File: src/rtl/div_job_sequencer_pkg.sv
// div_seq_pkg: state encoding and data-memory mailbox addresses for the division sequencer
package div_seq_pkg;
  typedef enum logic [3:0] {
    S_IDLE, S_WR_DVD, S_WR_DVS, S_START, S_WAIT, S_RD_Q, S_RD_R, S_CAPT, S_RESP
  } seq_state_t;
  localparam int DVD_ADDR  = 0;
  localparam int DVS_ADDR  = 2;
  localparam int QUOT_ADDR = 4;
  localparam int REM_ADDR  = 5;
endpackage

File: src/rtl/div_job_sequencer_if.sv
// div_job_sequencer_if: host job/result handshakes plus CPU launch and data-memory port
interface div_job_sequencer_if #(
  parameter int DATA_W = 8,
  parameter int ADDR_W = 8
);
  logic              job_valid;
  logic              job_ready;
  logic [DATA_W-1:0] job_dividend;
  logic [DATA_W-1:0] job_divisor;
  logic              res_valid;
  logic              res_ready;
  logic [DATA_W-1:0] res_quot;
  logic [DATA_W-1:0] res_rem;
  logic              res_timeout;
  logic              cpu_start;
  logic              cpu_ack;
  logic              dm_host_sel;
  logic              dm_we;
  logic [ADDR_W-1:0] dm_addr;
  logic [DATA_W-1:0] dm_wdata;
  logic [DATA_W-1:0] dm_rdata;
  modport master (
    output job_valid, job_dividend, job_divisor, res_ready, cpu_ack, dm_rdata,
    input  job_ready, res_valid, res_quot, res_rem, res_timeout, cpu_start,
           dm_host_sel, dm_we, dm_addr, dm_wdata
  );
  modport slave (
    input  job_valid, job_dividend, job_divisor, res_ready, cpu_ack, dm_rdata,
    output job_ready, res_valid, res_quot, res_rem, res_timeout, cpu_start,
           dm_host_sel, dm_we, dm_addr, dm_wdata
  );
endinterface

File: src/rtl/div_job_sequencer_timer.sv
// seq_timer: WAIT-state cycle counter, held at zero while cleared
module seq_timer #(
  parameter int TIMEOUT = 4095
) (
  input  logic clk,
  input  logic reset,
  input  logic clear,
  input  logic enable,
  output logic expired
);
  localparam int W = $clog2(TIMEOUT + 1);
  logic [W-1:0] cnt;
  always_ff @(posedge clk)
    cnt <= (reset || clear) ? '0 : enable ? cnt + 1'b1 : cnt;
  assign expired = cnt == W'(TIMEOUT - 1);
endmodule

File: src/rtl/div_job_sequencer.sv
// div_job_sequencer: hands a division job to a CPU via data memory and returns its result
module div_job_sequencer
  import div_seq_pkg::*;
#(
  parameter int DATA_W  = 8,
  parameter int ADDR_W  = 8,
  parameter int TIMEOUT = 4095
) (
  input logic             clk,
  input logic             reset,
  div_job_sequencer_if.slave bus
);
  seq_state_t        state, state_nx;
  logic [DATA_W-1:0] dvd, dvs, quot, rem;
  logic              tmo, expired, accept;
  assign accept = state == S_IDLE && bus.job_valid;
  seq_timer #(.TIMEOUT(TIMEOUT)) u_timer (
    .clk,
    .reset,
    .clear  (state != S_WAIT),
    .enable (state == S_WAIT),
    .expired
  );
  always_ff @(posedge clk) state <= reset ? S_IDLE : state_nx;
  always_comb begin
    state_nx = state;
    case (state)
      S_IDLE:   state_nx = !bus.job_valid ? S_IDLE : bus.job_divisor == '0 ? S_RESP : S_WR_DVD;
      S_WR_DVD: state_nx = S_WR_DVS;
      S_WR_DVS: state_nx = S_START;
      S_START:  state_nx = S_WAIT;
      S_WAIT:   state_nx = bus.cpu_ack ? S_RD_Q : expired ? S_RESP : S_WAIT;
      S_RD_Q:   state_nx = S_RD_R;
      S_RD_R:   state_nx = S_CAPT;
      S_CAPT:   state_nx = S_RESP;
      S_RESP:   state_nx = bus.res_ready ? S_IDLE : S_RESP;
      default:  state_nx = S_IDLE;
    endcase
  end
  always_comb begin
    bus.job_ready   = state == S_IDLE;
    bus.res_valid   = state == S_RESP;
    bus.cpu_start   = state == S_START;
    bus.dm_host_sel = !(state == S_START || state == S_WAIT);
    bus.dm_we       = state == S_WR_DVD || state == S_WR_DVS;
    bus.dm_addr     = state == S_WR_DVS ? ADDR_W'(DVS_ADDR) :
                      state == S_RD_Q   ? ADDR_W'(QUOT_ADDR) :
                      state == S_RD_R   ? ADDR_W'(REM_ADDR) : ADDR_W'(DVD_ADDR);
    bus.dm_wdata    = state == S_WR_DVD ? dvd : state == S_WR_DVS ? dvs : '0;
    bus.res_quot    = quot;
    bus.res_rem     = rem;
    bus.res_timeout = tmo;
  end
  // Registered read: RD_R sees the quotient addressed in RD_Q, CAPT the remainder
  always_ff @(posedge clk) begin
    if (reset) begin
      dvd  <= '0;
      dvs  <= '0;
      quot <= '0;
      rem  <= '0;
      tmo  <= 1'b0;
    end else begin
      if (accept) begin
        dvd <= bus.job_dividend;
        dvs <= bus.job_divisor;
        tmo <= 1'b0;
        if (bus.job_divisor == '0) begin
          quot <= '1;
          rem  <= bus.job_dividend;
        end
      end
      if (state == S_WAIT && !bus.cpu_ack && expired) begin
        quot <= '1;
        rem  <= '1;
        tmo  <= 1'b1;
      end
      if (state == S_RD_R) quot <= bus.dm_rdata;
      if (state == S_CAPT) rem <= bus.dm_rdata;
    end
  end
endmodule

File: src/flat_wrapper.sv
// flat-port wrapper written by rule: the top's interface ports become plain ports
module div_job_sequencer_flat import div_seq_pkg::*;
#(
  parameter int DATA_W  = 8,
  parameter int ADDR_W  = 8,
  parameter int TIMEOUT = 4095
)
  (clk, reset, bus_job_valid, bus_job_dividend, bus_job_divisor, bus_res_ready, bus_cpu_ack, bus_dm_rdata, bus_job_ready, bus_res_valid, bus_res_quot, bus_res_rem, bus_res_timeout, bus_cpu_start, bus_dm_host_sel, bus_dm_we, bus_dm_addr, bus_dm_wdata);
  div_job_sequencer_if #(.DATA_W(DATA_W), .ADDR_W(ADDR_W)) bus_i ();
  input logic clk;
  input logic reset;
  input wire logic [$bits(bus_i.job_valid)-1:0] bus_job_valid;
  input wire logic [$bits(bus_i.job_dividend)-1:0] bus_job_dividend;
  input wire logic [$bits(bus_i.job_divisor)-1:0] bus_job_divisor;
  input wire logic [$bits(bus_i.res_ready)-1:0] bus_res_ready;
  input wire logic [$bits(bus_i.cpu_ack)-1:0] bus_cpu_ack;
  input wire logic [$bits(bus_i.dm_rdata)-1:0] bus_dm_rdata;
  output wire logic [$bits(bus_i.job_ready)-1:0] bus_job_ready;
  output wire logic [$bits(bus_i.res_valid)-1:0] bus_res_valid;
  output wire logic [$bits(bus_i.res_quot)-1:0] bus_res_quot;
  output wire logic [$bits(bus_i.res_rem)-1:0] bus_res_rem;
  output wire logic [$bits(bus_i.res_timeout)-1:0] bus_res_timeout;
  output wire logic [$bits(bus_i.cpu_start)-1:0] bus_cpu_start;
  output wire logic [$bits(bus_i.dm_host_sel)-1:0] bus_dm_host_sel;
  output wire logic [$bits(bus_i.dm_we)-1:0] bus_dm_we;
  output wire logic [$bits(bus_i.dm_addr)-1:0] bus_dm_addr;
  output wire logic [$bits(bus_i.dm_wdata)-1:0] bus_dm_wdata;
  assign bus_i.job_valid = bus_job_valid;
  assign bus_i.job_dividend = bus_job_dividend;
  assign bus_i.job_divisor = bus_job_divisor;
  assign bus_i.res_ready = bus_res_ready;
  assign bus_i.cpu_ack = bus_cpu_ack;
  assign bus_i.dm_rdata = bus_dm_rdata;
  assign bus_job_ready = bus_i.job_ready;
  assign bus_res_valid = bus_i.res_valid;
  assign bus_res_quot = bus_i.res_quot;
  assign bus_res_rem = bus_i.res_rem;
  assign bus_res_timeout = bus_i.res_timeout;
  assign bus_cpu_start = bus_i.cpu_start;
  assign bus_dm_host_sel = bus_i.dm_host_sel;
  assign bus_dm_we = bus_i.dm_we;
  assign bus_dm_addr = bus_i.dm_addr;
  assign bus_dm_wdata = bus_i.dm_wdata;
  div_job_sequencer #(.DATA_W(DATA_W), .ADDR_W(ADDR_W), .TIMEOUT(TIMEOUT)) u_core (.clk(clk), .reset(reset), .bus(bus_i));
endmodule
File: config.mk
export PLATFORM = sky130hd
export DESIGN_NAME = div_job_sequencer_flat
export DESIGN_NICKNAME = d
export VERILOG_FILES = /design/src/rtl/div_job_sequencer_pkg.sv /design/src/rtl/div_job_sequencer_if.sv /design/src/rtl/div_job_sequencer_timer.sv /design/src/rtl/div_job_sequencer.sv /design/src/flat_wrapper.sv
export SDC_FILE = /design/constraint.sdc
export NUM_CORES = 1
export LEC_CHECK = 0
export CORE_UTILIZATION = 30
export CTS_BUF_LIST = sky130_fd_sc_hd__clkbuf_8
export DETAILED_ROUTE_END_ITERATION = 8
export DONT_BUFFER_PORTS = 1
export PLACE_DENSITY = 0.41
export SETUP_SLACK_MARGIN = 0.4
export SYNTH_ARGS = -nofsm -noshare
export SYNTH_HDL_FRONTEND = slang
export SYNTH_SLANG_ARGS = --single-unit
File: constraint.sdc
create_clock -name clk -period 2.05 [get_ports clk]
set_input_delay 0.205 -clock clk [delete_from_list [all_inputs] [get_ports clk]]
set_output_delay 0.205 -clock clk [all_outputs]
set_load 0.1 [all_outputs]
=== After elaboration in Yosys (flattened, before gate mapping) ===
Index checks and enable logic that the tools add are counted.
Widths: inputs -> output; s select.

* Multiplexer cells: 21
* Reduce and logical (&&, ||, !) cells: 17
* Eq/ne operators: 10
* Add/subtract/negate cells: 1

{| class="wikitable"
|+ Operator list
! kind !! number
|-
| $mux 8 || 12
|-
| $pmux 4 s9 || 1
|-
| $mux 4 || 5
|-
| $eq 4x3->1 const B || 4
|-
| $add 12x1->12 const B || 1
|-
| $eq 12x12->1 const B || 1
|-
| $reduce_bool 3->1 || 4
|-
| $eq 4x2->1 const B || 2
|-
| $logic_not 8->1 || 1
|-
| $eq 4x1->1 const B || 1
|-
| $eq 4x4->1 const B || 1
|-
| $logic_not 4->1 || 1
|-
| $ne 4x3->1 const B || 1
|-
| $reduce_and 2->1 || 2
|-
| $logic_and 1x1->1 || 3
|-
| $logic_or 1x1->1 || 3
|-
| $mux 3 || 1
|-
| $logic_not 1->1 || 2
|-
| $mux 1 || 2
|-
| $reduce_bool 2->1 || 1
|}

* Input bits: 29
* Logic and storage cells: 56
* Bits in registers: 49
* Output and inout bits: 38

=== Depth between registers and ports, before layout ===
* Depth after elaboration: 5
* Mapped depth: 7
* Gate-level depth less buffers: 6

=== Modules after synthesis ===
Synthesis repeated with hierarchy kept, for this count alone.

* Cells, all modules: 285
* Area, all modules: 2394.8 um^2

{| class="wikitable"
|+ Modules (own cells, without submodules)
! module !! cells each !! sequential area each (um^2) !! instances !! area an instance (um^2)
|-
| div_job_sequencer || 219 || 740.7 || 1 || 1810.5
|-
| seq_timer || 66 || 240.2 || 1 || 584.3
|}

=== Worst setup path before layout ===
Ideal clock, no wire load.

* Kind: flip-flop to output port
* Start point: reg u_core.state[0]
* End point: out bus_dm_wdata[0]
* Arrival: 2.964 ns
* Path slack: -1.119 ns
* Required time: 1.845 ns
* Cell stages (with the launch flop): 5
* Path buffers: 1
* Path through: dfxtp_1 > buf_4 > nand2b_1 > nor3_2 > a22o_1

* Cells in the longest elaborated chain, start to end: 3
* Elaborated cells between the ends (all ways): 4
* Classes of those cells: eq/ne (2); mux (2)

{| class="wikitable"
|+ RTL lines
! what !! line !! text
|-
| start: declaration || div_job_sequencer.sv:13 || <nowiki>seq_state_t state, state_nx;</nowiki>
|-
| start signal: assignment || div_job_sequencer.sv:24 || <nowiki>always_ff @(posedge clk) state <= reset ? S_IDLE : state_nx;</nowiki>
|-
| $eq 4x2->1 || div_job_sequencer.sv:49 || <nowiki>bus.dm_wdata = state == S_WR_DVD ? dvd : state == S_WR_DVS ? dvs : '0;</nowiki>
|-
| $mux 8 || div_job_sequencer.sv:49 ||
|-
| $mux 8 * || div_job_sequencer.sv:49 ||
|-
| end: declaration || flat_wrapper.sv:27 || <nowiki>output wire logic [$bits(bus_i.dm_wdata)-1:0] bus_dm_wdata;</nowiki>
|}

Mark *: on every way between the ends. The rest lies on a longest branch, timed or not.

=== Worst setup path in the final report ===
* Start point: reg u_core.state[0]
* End point: out bus_dm_wdata[3]

Same word-level chain as after synthesis.

==> flow_metrics.env <==
export IMPL_status="completed"
export IMPL_die_h_um=89.5
export IMPL_drt_iter0_drc=37
export IMPL_finalSetupViolCount=0
export IMPL_syn_cell_area_sq_um=2290
export IMPL_cts_tree="built"
export IMPL_dieWidth_um=89.5
export IMPL_drcViolationCount=0
export IMPL_rsz0062_at_grt="yes"
export IMPL_first_pass_iters=4
export IMPL_place_congestion=0.723
export IMPL_synth_top_area_frac=0.427
export IMPL_netlist_top_cells_area="dfxtp_1 43%, nand2_1 6.2%, nor2_1 5.4%, a211oi_2 4.4%, a21oi_1 4.4%"
export IMPL_fillers=707
export IMPL_grt_pass1_wl_mm=9.20
export IMPL_setup_ws_ns=0.249
export IMPL_antenna_left=0
export IMPL_area_growth_pct=42.0
export IMPL_synth_cell_type_count=40
export IMPL_numCtsBuffers=5
export IMPL_initial_core_util=0.313
export IMPL_crit_type="register to output pin"
export IMPL_synthFlopType="dfxtp_1"
export IMPL_yosysWarnings=0
export IMPL_cts_root_buf="clkbuf_8"
export IMPL_final_cells=410
export IMPL_finClkSkew_ns=0.00962
export IMPL_crit_path_end_kind="output pin"
export IMPL_synth_seq_cells=49
export IMPL_finalCriticalPeriod_ns=1.80
export IMPL_dp_cells=386
export IMPL_hold_class="input pin to register"
export IMPL_die_area_sq_um=8000
export IMPL_clk_latency_ns=0.30
export IMPL_critical_path_top_delay_family="buffers and inverters"
export IMPL_cp_common_cell="buf_6"
export IMPL_vias=1920
export IMPL_worst_path_buf_inv=3
export IMPL_cp_required_ns=1.85
export IMPL_arrival_ns=1.60
export IMPL_core_area_sq_um=7330
export IMPL_leakage_nw=1.35
export IMPL_wl_mm=6.04
export IMPL_avgSynthCellArea_sq_um=8.83
export IMPL_ios=67
export IMPL_viasPerCell=4.68
export IMPL_gr_total_overflow=0
export IMPL_holdWs_ns=0.0256
export IMPL_seq_area_frac_synth=0.427
export IMPL_grt_pass1_vias=1831
export IMPL_fin_setup_tns_ns=0
export IMPL_cp_max_fo=5
export IMPL_start_kind="register"
export IMPL_htreeDepth=2
export IMPL_finalNetCount=341
export IMPL_grt_usage=0.153
export IMPL_cts_clk_slew_worst_paths_ns=0.10
export IMPL_port_buffers=0
export IMPL_finalHoldViolCount=0
export IMPL_fmax_mhz=555
export IMPL_clock_path_buffers=2
export IMPL_synth_edf_count=0
export IMPL_cpPeakStageDelay_ns=0.33
export IMPL_slowest_stage="dfxtp_2"
export IMPL_place_ws_ns=0.124
export IMPL_peakVddDrop_uv=592
export IMPL_async_flop_share=0
export IMPL_wl_per_cell_um=14.7
export IMPL_cts_sinks=49
export IMPL_diodes=0
export IMPL_drive_gt1_frac=0.363
export IMPL_synth_top_area_cell="dfxtp_1"
export IMPL_cap_viol_max_count=0
export IMPL_dpl_cell_area_sq_um=2860
export IMPL_post_route_period_util=0.878
export IMPL_row_count=31
export IMPL_final_cell_area_sq_um=3260
export IMPL_dpl_hpwl_mm=4.10
export IMPL_finalMaxSlewViolations=0
export IMPL_antenna_found_initial=0
export IMPL_grt_max_degree=35
export IMPL_netlist_instances=260
export IMPL_p_per_area_nw_per_um2=840
export IMPL_worstPathCellList="buf_6, nand2b_4, nor3_4, buf_6, a22o_4, buf_12"
## stage by stage
stage / utilization / total power (W)
3_3_place_gp: 0.390 / 0.00198
5_1_grt: 0.444 / 0.00286
6_report: 0.444 / 0.00274
4_1_cts: 0.423 / 0.00264
2_1_floorplan: - / 0.00180
3_5_place_dp: 0.390 / 0.00198
## cell type report
| class | count | area, sq um | share of cell area |
|---|---|---|---|
| multi-input combinational | 191 | 1330 | 0.409 |
| sequential | 49 | 988 | 0.303 |
| timing repair buffer | 60 | 708 | 0.217 |
| tap | 99 | 124 | 0.0380 |
| clock buffer | 5 | 68.8 | 0.0211 |
| clock inverter | 3 | 18.8 | 0.00576 |
| inverter | 3 | 16.3 | 0.00499 |
## per-layer routing
| metal | track usage | up-vias | part of all wire |
|---|---|---|---|
| met5 | 0 | - | 0 |
| met4 | 0.0519 | 0 | 0.0060 |
| met3 | 0.0342 | 2 | 0.053 |
| met2 | 0.244 | 46 | 0.47 |
| met1 | 0.203 | 887 | 0.47 |
| li1 | - | 985 | - |
## Yosys cell counts (5+ instances only)
library cell and count:
nor2_1 33, buf_2 5, clkbuf_1 8, a22o_1 8, o21ai_1 8, nand2_1 38, dfxtp_1 49, mux2i_1 8
a21oi_1 20, xor2_1 8, buf_4 7, mux2_2 8, and2_1 5, nand4_1 6, a211oi_2 8
## power breakdown
group | switching (W) | total (W) | internal, W | leakage [nW]
Combinational | 0.000668 | 0.00109 | 0.000421 | 0.908
Sequential | 0.0000607 | 0.00107 | 0.00101 | 0.399
Clock | 0.000340 | 0.000576 | 0.000236 | 0.0416
Total | 0.00107 | 0.00274 | 0.00167 | 1.35
## worst paths after layout
| path | from | to | slack [ns] | cells after the start |
|---|---|---|---|---|
| hold / removal | bus_job_dividend[6] | u_core.dvd[6] | 0.03 | 2 |
| setup reg to reg | u_core.state[0] | u_core.state[3] | 0.43 | 7 |
| setup / recovery | u_core.state[0] | bus_dm_wdata[3] | 0.25 | 6 |
| hold reg to reg | u_core.u_timer.cnt[0] | u_core.u_timer.cnt[0] | 0.46 | 1 |
## worst register-to-register path, stage by stage (launching register included)
cell and delay, ns:
dfxtp_2 0.33, buf_6 0.13, buf_12 0.12, nor4b_4 0.27, buf_4 0.18, nand4_4 0.08
and2_4 0.20, a31oi_1 0.23
## kinds of logic after synthesis
family / Yosys count / synth area share
other: 1 / 0.00163
multiplexers: 16 / 0.0742
AO/OA/AOI/OAI: 48 / 0.147
adder cells (fa/ha/maj): 2 / 0.0109
XOR/XNOR: 10 / 0.0382
buffers and inverters: 25 / 0.0616
AND/OR/NAND/NOR: 109 / 0.239
flip-flops: 49 / 0.427
## cell usage in the layout, fill, tap and decap left out, types with 2 or more instances in the layout
master and n:
buf_6 8, nand2b_1 2, xnor2_1 2, buf_4 33, nand2b_4 2, nand4_1 6, o21ai_1 8, mux2_2 8
nand3_1 4, buf_8 2, and2_4 2, dfxtp_1 45, or2_4 3, conb_1 5, nand2_1 37, a22o_4 8
buf_12 17, clkinvlp_4 2, nor3_1 3, inv_1 3, a211oi_2 8, nor2_4 3, a21oi_1 20, xor2_1 8
dfxtp_2 3, nor2_1 30, mux2i_1 8, clkbuf_8 5, nor4_1 2, and2_1 4, ha_1 2
## state kept, by name, summed over array words and instances (netlist names)
register	flops
u_core.bus.res_rem	8
u_core.state	4
u_core.u_timer.cnt	12
u_core.bus.res_quot	8
u_core.dvd	8
u_core.dvs	8
u_core.bus.res_timeout	1
## repair_timing
item / in CTS / in global routing
endpoints found under the setup margin: 51 / 51
hold buffers: 1 / 0
gates resized for setup: 26 / 18
endpoints found under the hold margin: 34 / 0
cloned: 1 / 1
setup buffers: 4 / 9
pin swaps: 6 / 6
No activity file was read; power rests on OpenSTA's default activity.
